### src/rtl/draw_pkg.sv
// Shared defaults and FSM encoding for the draw-port arbiter.
package draw_pkg;
    localparam int DRAW_N_REQ    = 4;
    localparam int DRAW_X_MAX    = 159;
    localparam int DRAW_Y_MAX    = 119;
    localparam int DRAW_COLOUR_W = 3;

    typedef enum logic [1:0] {
        IDLE  = 2'd0,
        GRANT = 2'd1,
        CLEAR = 2'd2
    } state_t;
endpackage

### src/rtl/draw_rr_pick.sv
// Round-robin picker: first set request at or above the pointer, wrapping.
module draw_rr_pick #(
    parameter int N_REQ = 4,
    parameter int PW    = 2
) (
    input  logic [N_REQ-1:0] i_req,
    input  logic [PW-1:0]    i_ptr,
    output logic [N_REQ-1:0] o_pick,
    output logic             o_valid
);
    logic [PW-1:0] w_idx;

    always_comb begin
        o_pick  = '0;
        o_valid = 1'b0;
        w_idx   = '0;
        for (int k = 0; k < N_REQ; k++) begin
            w_idx = PW'((int'(i_ptr) + k) % N_REQ);
            if (!o_valid && i_req[w_idx]) begin
                o_pick[w_idx] = 1'b1;
                o_valid       = 1'b1;
            end
        end
    end
endmodule

### src/rtl/draw_arbiter.sv
// Shares the VGA pixel-write port between drawing engines (round-robin,
// grant held until done) with a built-in full-screen clear sweep.
module draw_arbiter
    import draw_pkg::*;
#(
    parameter int N_REQ    = DRAW_N_REQ,
    parameter int X_MAX    = DRAW_X_MAX,
    parameter int Y_MAX    = DRAW_Y_MAX,
    parameter int COLOUR_W = DRAW_COLOUR_W
) (
    input  logic                         clk,
    input  logic                         reset,
    input  logic [N_REQ-1:0]             req,
    input  logic [N_REQ-1:0]             done,
    input  logic [8*N_REQ-1:0]           x_in,
    input  logic [7*N_REQ-1:0]           y_in,
    input  logic [COLOUR_W*N_REQ-1:0]    colour_in,
    input  logic [N_REQ-1:0]             plot_in,
    input  logic                         clear_req,
    input  logic [COLOUR_W-1:0]          clear_colour,
    output logic [N_REQ-1:0]             gnt,
    output logic [7:0]                   x_out,
    output logic [6:0]                   y_out,
    output logic [COLOUR_W-1:0]          colour_out,
    output logic                         plot_out,
    output logic                         busy,
    output logic                         clear_done
);
    localparam int PW = (N_REQ > 1) ? $clog2(N_REQ) : 1;

    state_t                r_state, w_state_nx;
    logic [PW-1:0]         r_rr_ptr, w_rr_ptr_nx;
    logic [PW-1:0]         r_owner, w_owner_nx;
    logic                  r_clear_pend, w_clear_pend_nx;
    logic [COLOUR_W-1:0]   r_pend_colour, w_pend_colour_nx;
    logic [COLOUR_W-1:0]   r_clr_colour, w_clr_colour_nx;
    logic [7:0]            r_sx, w_sx_nx;
    logic [6:0]            r_sy, w_sy_nx;
    logic                  r_sweep_end, w_sweep_end_nx;

    logic [N_REQ-1:0]      w_gnt_nx;
    logic [7:0]            w_x_nx;
    logic [6:0]            w_y_nx;
    logic [COLOUR_W-1:0]   w_colour_nx;
    logic                  w_plot_nx, w_busy_nx, w_clear_done_nx;

    logic [N_REQ-1:0]      w_pick;
    logic                  w_pick_vld;
    logic [PW-1:0]         w_pick_idx;

    draw_rr_pick #(.N_REQ(N_REQ), .PW(PW)) u_pick (
        .i_req   (req),
        .i_ptr   (r_rr_ptr),
        .o_pick  (w_pick),
        .o_valid (w_pick_vld)
    );

    always_comb begin
        w_pick_idx = '0;
        for (int i = 0; i < N_REQ; i++)
            if (w_pick[i]) w_pick_idx = PW'(i);
    end

    always_comb begin
        w_state_nx       = r_state;
        w_rr_ptr_nx      = r_rr_ptr;
        w_owner_nx       = r_owner;
        w_clear_pend_nx  = r_clear_pend;
        w_pend_colour_nx = r_pend_colour;
        w_clr_colour_nx  = r_clr_colour;
        w_sx_nx          = r_sx;
        w_sy_nx          = r_sy;
        w_sweep_end_nx   = r_sweep_end;
        w_gnt_nx         = gnt;
        w_x_nx           = x_out;
        w_y_nx           = y_out;
        w_colour_nx      = colour_out;
        w_plot_nx        = 1'b0;
        w_clear_done_nx  = 1'b0;

        case (r_state)
            IDLE: begin
                if (clear_req || r_clear_pend) begin
                    // A fresh pulse this cycle carries the newest colour.
                    w_state_nx      = CLEAR;
                    w_clear_pend_nx = 1'b0;
                    w_clr_colour_nx = clear_req ? clear_colour : r_pend_colour;
                    w_sx_nx         = '0;
                    w_sy_nx         = '0;
                    w_sweep_end_nx  = 1'b0;
                    w_gnt_nx        = '0;
                end else if (w_pick_vld) begin
                    w_state_nx = GRANT;
                    w_gnt_nx   = w_pick;
                    w_owner_nx = w_pick_idx;
                end
            end
            GRANT: begin
                w_x_nx      = x_in[int'(r_owner)*8 +: 8];
                w_y_nx      = y_in[int'(r_owner)*7 +: 7];
                w_colour_nx = colour_in[int'(r_owner)*COLOUR_W +: COLOUR_W];
                w_plot_nx   = plot_in[r_owner];
                if (done[r_owner] || !req[r_owner]) begin
                    w_state_nx  = IDLE;
                    w_gnt_nx    = '0;
                    w_rr_ptr_nx = (r_owner == PW'(N_REQ-1)) ? '0 : r_owner + PW'(1);
                end
            end
            CLEAR: begin
                // One extra cycle after the last pixel carries clear_done.
                if (r_sweep_end) begin
                    w_state_nx      = IDLE;
                    w_clear_done_nx = 1'b1;
                end else begin
                    w_x_nx      = r_sx;
                    w_y_nx      = r_sy;
                    w_colour_nx = r_clr_colour;
                    w_plot_nx   = 1'b1;
                    if (r_sx == 8'(X_MAX)) begin
                        w_sx_nx = '0;
                        if (r_sy == 7'(Y_MAX)) w_sweep_end_nx = 1'b1;
                        else                   w_sy_nx = r_sy + 7'd1;
                    end else begin
                        w_sx_nx = r_sx + 8'd1;
                    end
                end
            end
            default: w_state_nx = IDLE;
        endcase

        if (clear_req && r_state != IDLE) begin
            w_clear_pend_nx  = 1'b1;
            w_pend_colour_nx = clear_colour;
        end

        w_busy_nx = (w_state_nx != IDLE);
    end

    always_ff @(posedge clk or posedge reset) begin
        if (reset) begin
            r_state       <= IDLE;
            r_rr_ptr      <= '0;
            r_owner       <= '0;
            r_clear_pend  <= 1'b0;
            r_pend_colour <= '0;
            r_clr_colour  <= '0;
            r_sx          <= '0;
            r_sy          <= '0;
            r_sweep_end   <= 1'b0;
            gnt           <= '0;
            x_out         <= '0;
            y_out         <= '0;
            colour_out    <= '0;
            plot_out      <= 1'b0;
            busy          <= 1'b0;
            clear_done    <= 1'b0;
        end else begin
            r_state       <= w_state_nx;
            r_rr_ptr      <= w_rr_ptr_nx;
            r_owner       <= w_owner_nx;
            r_clear_pend  <= w_clear_pend_nx;
            r_pend_colour <= w_pend_colour_nx;
            r_clr_colour  <= w_clr_colour_nx;
            r_sx          <= w_sx_nx;
            r_sy          <= w_sy_nx;
            r_sweep_end   <= w_sweep_end_nx;
            gnt           <= w_gnt_nx;
            x_out         <= w_x_nx;
            y_out         <= w_y_nx;
            colour_out    <= w_colour_nx;
            plot_out      <= w_plot_nx;
            busy          <= w_busy_nx;
            clear_done    <= w_clear_done_nx;
        end
    end
endmodule

### config.mk
export PLATFORM = sky130hd
export DESIGN_NAME = draw_arbiter
export DESIGN_NICKNAME = d
export VERILOG_FILES = /design/src/rtl/draw_pkg.sv /design/src/rtl/draw_rr_pick.sv /design/src/rtl/draw_arbiter.sv
export SDC_FILE = /design/constraint.sdc
export NUM_CORES = 1
export LEC_CHECK = 0
export ABC_AREA = 1
export BUFFER_PORTS_ARGS = -buffer_cell sky130_fd_sc_hd__buf_4
export CAP_MARGIN = 10
export CORE_MARGIN = 2
export CORE_UTILIZATION = 52
export CTS_CLUSTER_DIAMETER = 50
export DETAILED_ROUTE_END_ITERATION = 8
export PLACE_DENSITY_LB_ADDON = 0.12
export SYNTH_ARGS = -nofsm -noshare
export SYNTH_HDL_FRONTEND = slang
export SYNTH_SLANG_ARGS = --single-unit
### constraint.sdc
create_clock -name clk -period 2.4 [get_ports clk]
set_clock_uncertainty 0.05 [all_clocks]
set_input_delay 0.12 -clock clk [delete_from_list [all_inputs] [get_ports clk]]
set_output_delay 0.12 -clock clk [all_outputs]
set_load 0.03 [all_outputs]
==> results.sh, run 1 <==
export IMPL_gp_congestion=0.9353
export IMPL_synthesis_area_um2=3667
export IMPL_avgViaCountPerCell=5.369
export IMPL_row_count=30
export IMPL_syn_area_per_cell_um2=7.469
export IMPL_path_cells="inv_1, ha_1, buf_4, nand2_1, inv_1, nor2_4, nand2_2, clkinv_2, nand2_2, inv_1, nand4_1, o21ai_0"
export IMPL_antenna_found_initial=0
export IMPL_cts_tree="done"
export IMPL_nFillCells=588
export IMPL_worstPathRequired_ps=2550
export IMPL_grt_use_total_pct=27.32
export IMPL_power_frac_clock_pct=9.2
export IMPL_die_area_um2=7740
export IMPL_drive_gt1_share_pct=28.64
export IMPL_placed_cell_area_um2=4637
export IMPL_synth_seq_cells=54
export IMPL_r2r_start="r_state[0]"
export IMPL_seq_power_share_pct=25.2
export IMPL_path_class="reg -> reg"
export IMPL_finalInstanceArea_um2=4776
export IMPL_switching_share_pct=51.92
export IMPL_yosysUniqueCellTypes=40
export IMPL_critPathLaunch="r_state[0]"
export IMPL_p_total_mw=6.045
export IMPL_yosys_warnings=0
export IMPL_numCtsBuffers=5
export IMPL_fin_cells=700
export IMPL_finalWirelength_mm=10.47
export IMPL_route_detailed_wl_per_inst_um=14.96
export IMPL_clock_latency_ps=320
export IMPL_status="complete, no violations"
export IMPL_io_pins=115
export IMPL_fmax_mhz=471.9
export IMPL_synthTopCellsByArea="dfrtp_1 (37%), nand2_1 (8.3%), o21ai_0 (8.2%), nor2_1 (6.9%), inv_1 (5.4%)"
export IMPL_worstHoldStart="clear_req"
export IMPL_drv_cap=0
export IMPL_io_buffers=114
export IMPL_path_common_cell="inv_1"
export IMPL_cp_slowest_cell="dfrtp_1"
export IMPL_layout_nets=706
export IMPL_yosysSeqAreaShare_pct=36.85
export IMPL_relSlewSlack_pct=61.76
export IMPL_leakagePower_nw=2.383
export IMPL_final_min_period_over_clock_period_pct=88.30
export IMPL_max_stage_delay_ps=430
export IMPL_hpwl_mm=8.002
export IMPL_syn_inst=491
export IMPL_finalSetupTns_ps=0
export IMPL_n_antenna_cell=0
export IMPL_cts_resized=0
export IMPL_drc=0
export IMPL_worstSetupEndpointType="flip-flop"
export IMPL_first_pass_iters=4
export IMPL_die_y_um=87.98
export IMPL_grt_ovfl_total=0
export IMPL_cts_clk_slew_worst_paths_ps=100
export IMPL_worst_path_max_fanout=14
export IMPL_route_vias_total=3758
export IMPL_drtIter0Drc=223
export IMPL_grt_pass1_wl_mm=16.62
export IMPL_setup_viol=0
export IMPL_htree_levels=2
export IMPL_area_delta_synth_final_pct=30.23
export IMPL_internal_power_mw=2.906
export IMPL_drtAntennaViolNets=0
export IMPL_fin_crit_ps=2119
export IMPL_p_sw_mw=3.138
export IMPL_placedCellCount=688
export IMPL_synth_nets=594
export IMPL_coreArea_um2=6794
export IMPL_combPwrFrac_pct=65.6
export IMPL_power_density_nw_per_um2=1266
export IMPL_hold_class="in -> reg"
export IMPL_synth_top_area_cell="dfrtp_1"
export IMPL_hold_viol_final=0
export IMPL_drv_slew=0
export IMPL_grt_pass1_vias=3507
export IMPL_clk_path_buf_depth=2
export IMPL_grt_max_degree=44
export IMPL_start_util_pct=53.98
export IMPL_die_w_um=87.98
export IMPL_tightest_slew_ps=572.8
export IMPL_clock_sinks=54
export IMPL_ir_drop_uv=729.1
export IMPL_rsz0062_at_grt="no"
export IMPL_start_kind="flip-flop"
export IMPL_arrival_ps=2270
export IMPL_root_buffer="clkbuf_8"
export IMPL_yosysTopAreaCellShare_pct=36.85
[cell usage in the layout (no fill, tap or decap), types with 4 or more instances in the layout]
master           n
buf_4          121
nand2_1         81
nor2_1          67
o21ai_0         60
dfrtp_1         54
inv_1           52
nand3_1         24
o22ai_1         14
ha_1            13
a21oi_1         12
o221ai_1        10
o211ai_1        10
nand2_2          9
inv_2            7
nand4_1          6
clkbuf_8         6
o31ai_1          4
a31oi_1          4
xor2_1           4
dlygate4sd3_1    4
[flip-flops by register name, indices dropped and copies added, names as in the netlist, 2 cells and up]
| register | flops |
|---|---|
| r_sx | 8 |
| x_out | 8 |
| r_sy | 7 |
| y_out | 7 |
| gnt | 4 |
| colour_out | 3 |
| r_clr_colour | 3 |
| r_pend_colour | 3 |
| r_owner | 2 |
| r_rr_ptr | 2 |
| r_state | 2 |
[per-stage QoR]
step                      hold WS, ps  setup WS [ps]  utilization [%]
after global placement          163.1          383.8            68.25
final                           60.69          280.9            70.29
after global routing            64.60          30.93            70.29
after detailed placement        168.6          282.9            68.25
after CTS                       54.33          282.5            70.29
after floorplan                 214.3          529.6                -
[power by group through the flow]
stage | Sequential, mW | Combinational [mW] | Clock (mW)
CTS | 1.52 | 3.97 | 0.558
global route | 1.57 | 4.38 | 0.591
finish | 1.53 | 3.96 | 0.554
global placement | 1.52 | 3.88 | 0
floorplan | 1.87 | 2.46 | 0
detailed placement | 1.54 | 3.94 | 0
[routing by layer]
metal	vias up	global-route usage (%)	wire (um)
li1	1872	-	-
met1	1753	38.68	4735
met2	125	45.25	4892
met3	8	4.241	764
met4	0	4.615	80
met5	-	0	0
[repair_timing]
action | in CTS | in global routing
buffers inserted | 0 | 0
hold endpoints to repair | 28 | 0
hold buffers | 4 | 0
[worst paths after layout]
path / end / slack [ps] / cells past startpoint
max: r_sy[3] / 280 / 12
min: r_clr_colour[1] / 60 / 3
max reg2reg: r_sy[3] / 280 / 12
min reg2reg: gnt[3] / 450 / 2
max in group asynchronous: gnt[1] / 1380 / 4
min in group asynchronous: r_sy[0] / 360 / 3
[synthesized netlist by cell type (all sizes together)]
library cell / n
nand3b: 3
o31ai: 7
inv: 59
buf: 9
nor4: 1
nand3: 27
mux2: 3
o22ai: 14
clkinv: 2
clkbuf: 13
dfrtp: 54
nand4: 7
o211ai: 10
o221ai: 10
nor2: 75
xor2: 4
nand2: 93
o21ai: 65
a21oi: 14
a31oi: 4
ha: 13
a32o: 1
a21boi: 1
nor3: 2
[kinds of logic (layout without fill, tap and decap cells)]
family / Yosys count / in the layout / synth area share [%]
compound gates: 126 / 126 / 21.22
simple gates: 208 / 208 / 26.65
fa+ha+maj: 13 / 13 / 4.435
xor+xnor: 4 / 4 / 0.9552
flops: 54 / 54 / 36.85
mux: 3 / 3 / 0.9211
buf+inv: 83 / 196 / 8.973
[critical path: cells and delay by family, from the launching register on]
| kind | cells | cell delay [ps] |
|---|---|---|
| buffers and inverters | 5 | 670 |
| AND/OR/NAND/NOR | 5 | 530 |
| flip-flops | 1 | 430 |
| adder cells (fa/ha/maj) | 1 | 230 |
| AO/OA/AOI/OAI | 1 | 90 |
[final cells by class]
type / count / area [um^2] / share of cell area, %
inverter: 61 / 230.2 / 4.821
tap: 96 / 120.1 / 2.515
multi-input combinational: 354 / 1987 / 41.60
clock inverter: 2 / 16.27 / 0.3406
timing repair buffer: 127 / 988.4 / 20.70
sequential: 54 / 1351 / 28.29
clock buffer: 6 / 82.58 / 1.729
Note: power is estimated with default switching activity, not from simulation.
==> inputs of run 2 (changes only) <==
--- a/config.mk
+++ b/config.mk
@@ -9,10 +9,12 @@
 export BUFFER_PORTS_ARGS = -buffer_cell sky130_fd_sc_hd__buf_4
 export CAP_MARGIN = 10
 export CORE_MARGIN = 2
-export CORE_UTILIZATION = 52
+export CORE_UTILIZATION = 53
+export CTS_BUF_LIST = sky130_fd_sc_hd__clkbuf_2 sky130_fd_sc_hd__clkbuf_4 sky130_fd_sc_hd__clkbuf_8
 export CTS_CLUSTER_DIAMETER = 50
 export DETAILED_ROUTE_END_ITERATION = 8
 export PLACE_DENSITY_LB_ADDON = 0.12
 export SYNTH_ARGS = -nofsm -noshare
 export SYNTH_HDL_FRONTEND = slang
 export SYNTH_SLANG_ARGS = --single-unit
+export TNS_END_PERCENT = 10
==> run 2 against run 1 <==
Sequential cell count did not move. Routed wire length barely moved. Critical endpoint is now busy. First-iteration DRC count fell by 31%. Hold slack got worse by 54 ps. Largest power group unchanged. Final area fell by 1.3%. Critical path type unchanged. Die area fell by 1.8%.
==> results.sh, run 2 (synthesized netlist as in run 1, its figures left out) <==
export IMPL_status="complete, no violations"
export IMPL_row_count=30
export IMPL_grt_pass1_vias=3406
export IMPL_worst_path_max_fanout=25
export IMPL_antenna_found_initial=0
export IMPL_htree_levels=2
export IMPL_setup_viol=0
export IMPL_clock_sinks=54
export IMPL_nFillCells=572
export IMPL_io_pins=115
export IMPL_wl_met2_mm=4.782
export IMPL_r2r_cells=11
export IMPL_hold_class="in -> reg"
export IMPL_cp_top_family="buffers and inverters"
export IMPL_route_vias_total=3769
export IMPL_path_class="reg -> reg"
export IMPL_numCtsBuffers=5
export IMPL_p_sw_mw=3.179
export IMPL_timing_critical_path_buf_inv=4
export IMPL_cts_clk_slew_worst_paths_ps=90
export IMPL_drive_gt1_share_pct=28.57
export IMPL_internal_power_mw=2.849
export IMPL_grt_pass1_wl_mm=16.35
export IMPL_layout_nets=704
export IMPL_leakagePower_nw=2.370
export IMPL_start_util_pct=54.28
export IMPL_finalSetupTns_ps=0
export IMPL_grt_ovfl_total=0
export IMPL_drtIter0Drc=153
export IMPL_die_y_um=87.18
export IMPL_hold_viol_final=0
export IMPL_clock_latency_ps=300
export IMPL_power_density_nw_per_um2=1279
export IMPL_fmax_mhz=468.1
export IMPL_reg_top3="r_sx: 8 flops, x_out: 8 flops"
export IMPL_placed_cell_area_um2=4597
export IMPL_n_antenna_cell=0
export IMPL_drc=0
export IMPL_rrSetupSlack_ps=260
export IMPL_min_delay_worst_endpoint="r_pend_colour[1]"
export IMPL_drv_cap=0
export IMPL_die_area_um2=7600
export IMPL_grt_use_total_pct=27.51
export IMPL_combPwrFrac_pct=66.4
export IMPL_mostFrequentLayoutCell="buf_4"
export IMPL_fin_crit_ps=2136
export IMPL_die_w_um=87.18
export IMPL_route_detailed_wl_per_inst_um=15.35
export IMPL_ir_drop_uv=912.3
export IMPL_seq_power_share_pct=25.2
export IMPL_rsz0062_at_grt="no"
export IMPL_clk_path_buf_depth=2
export IMPL_r2r_end="busy"
export IMPL_switching_share_pct=52.73
export IMPL_tightest_slew_ps=823.1
export IMPL_final_util_pct=69.78
export IMPL_path_cells="inv_1, ha_1, inv_2, buf_4, nor2_1, inv_1, o21ai_0, o21ai_0, nand2_1, nand2_1, nand2_1"
export IMPL_path_common_cell="nand2_1"
export IMPL_final_min_period_over_clock_period_pct=89.02
export IMPL_worstHoldStart="clear_colour[1]"
export IMPL_arrival_ps=2290
export IMPL_wl_met1_mm=4.858
export IMPL_wl_met3_um=702
export IMPL_coreArea_um2=6756
export IMPL_top_layer_used="met4"
export IMPL_io_buffers=114
export IMPL_timing_hold_ws_ps=6.620
export IMPL_drtAntennaViolNets=0
export IMPL_worstSetupEndpointType="flip-flop"
export IMPL_grt_max_degree=44
export IMPL_finalWirelength_mm=10.47
export IMPL_finalInstanceArea_um2=4715
export IMPL_root_buffer="clkbuf_8"
export IMPL_power_frac_clock_pct=8.4
export IMPL_cp_slowest_cell="dfrtp_1"
export IMPL_hold_depth=2
export IMPL_hpwl_mm=8.028
export IMPL_max_stage_delay_ps=410
export IMPL_avgViaCountPerCell=5.526
export IMPL_cts_tree="done"
export IMPL_p_total_mw=6.028
export IMPL_r2r_start="r_state[0]"
export IMPL_area_delta_synth_final_pct=28.56
export IMPL_first_pass_iters=5
export IMPL_gp_congestion=0.9363
export IMPL_drv_slew=0
export IMPL_relSlewSlack_pct=45.04
export IMPL_final_cell_mix="buf_4 (121), nand2_1 (81), nor2_1 (67), o21ai_0 (60), dfrtp_1 (54)"
export IMPL_start_kind="flip-flop"
export IMPL_worstPathRequired_ps=2550
[run 2: per-stage QoR]
stage                     std cells  setup WS [ps]
final                           682          263.6
after detailed placement        671          303.2
after global routing            682          46.34
after CTS                       681          294.5
after global placement          671          361.3
after floorplan                 491          529.6
[run 2: routing by layer]
metal | up-vias | track usage [%]
met5 | - | 0
met4 | 0 | 6.154
met3 | 13 | 3.981
met2 | 140 | 44.69
met1 | 1752 | 39.27
li1 | 1864 | -
[run 2: final cells by class]
cell class | instances | area (um^2) | share of cell area, %
Clock buffer | 5 | 68.82 | 1.460
Clock inverter | 3 | 18.77 | 0.3981
Inverter | 61 | 230.2 | 4.883
Multi-Input combinational cell | 354 | 1987 | 42.14
Sequential cell | 54 | 1351 | 28.66
Tap cell | 80 | 100.1 | 2.123
Timing Repair Buffer | 125 | 958.4 | 20.33
[run 2: repair_timing]
action	CTS	global route
setup buffers	0	0
hold endpoints to repair	39	1
hold buffers	2	1
endpoints found under the setup margin	0	0
resized for setup	0	0
[run 2: power by group through the flow]
stage | Combinational, mW | Sequential [mW] | Clock (mW)
final | 4.00 | 1.52 | 0.505
after global routing | 4.42 | 1.56 | 0.549
after CTS | 3.97 | 1.52 | 0.517
after detailed placement | 3.95 | 1.54 | 0
after global placement | 3.89 | 1.52 | 0
after floorplan | 2.46 | 1.87 | 0
[run 2: worst max-delay path by stage]
stage                      end  cells past startpoint        start
finish                    busy                     11   r_state[0]
global route              busy                     11   r_state[0]
CTS                 r_owner[0]                     12  r_rr_ptr[0]
detailed placement        busy                     12  r_rr_ptr[0]
global placement          busy                     12  r_rr_ptr[0]
floorplan           r_owner[1]                     12  r_rr_ptr[0]
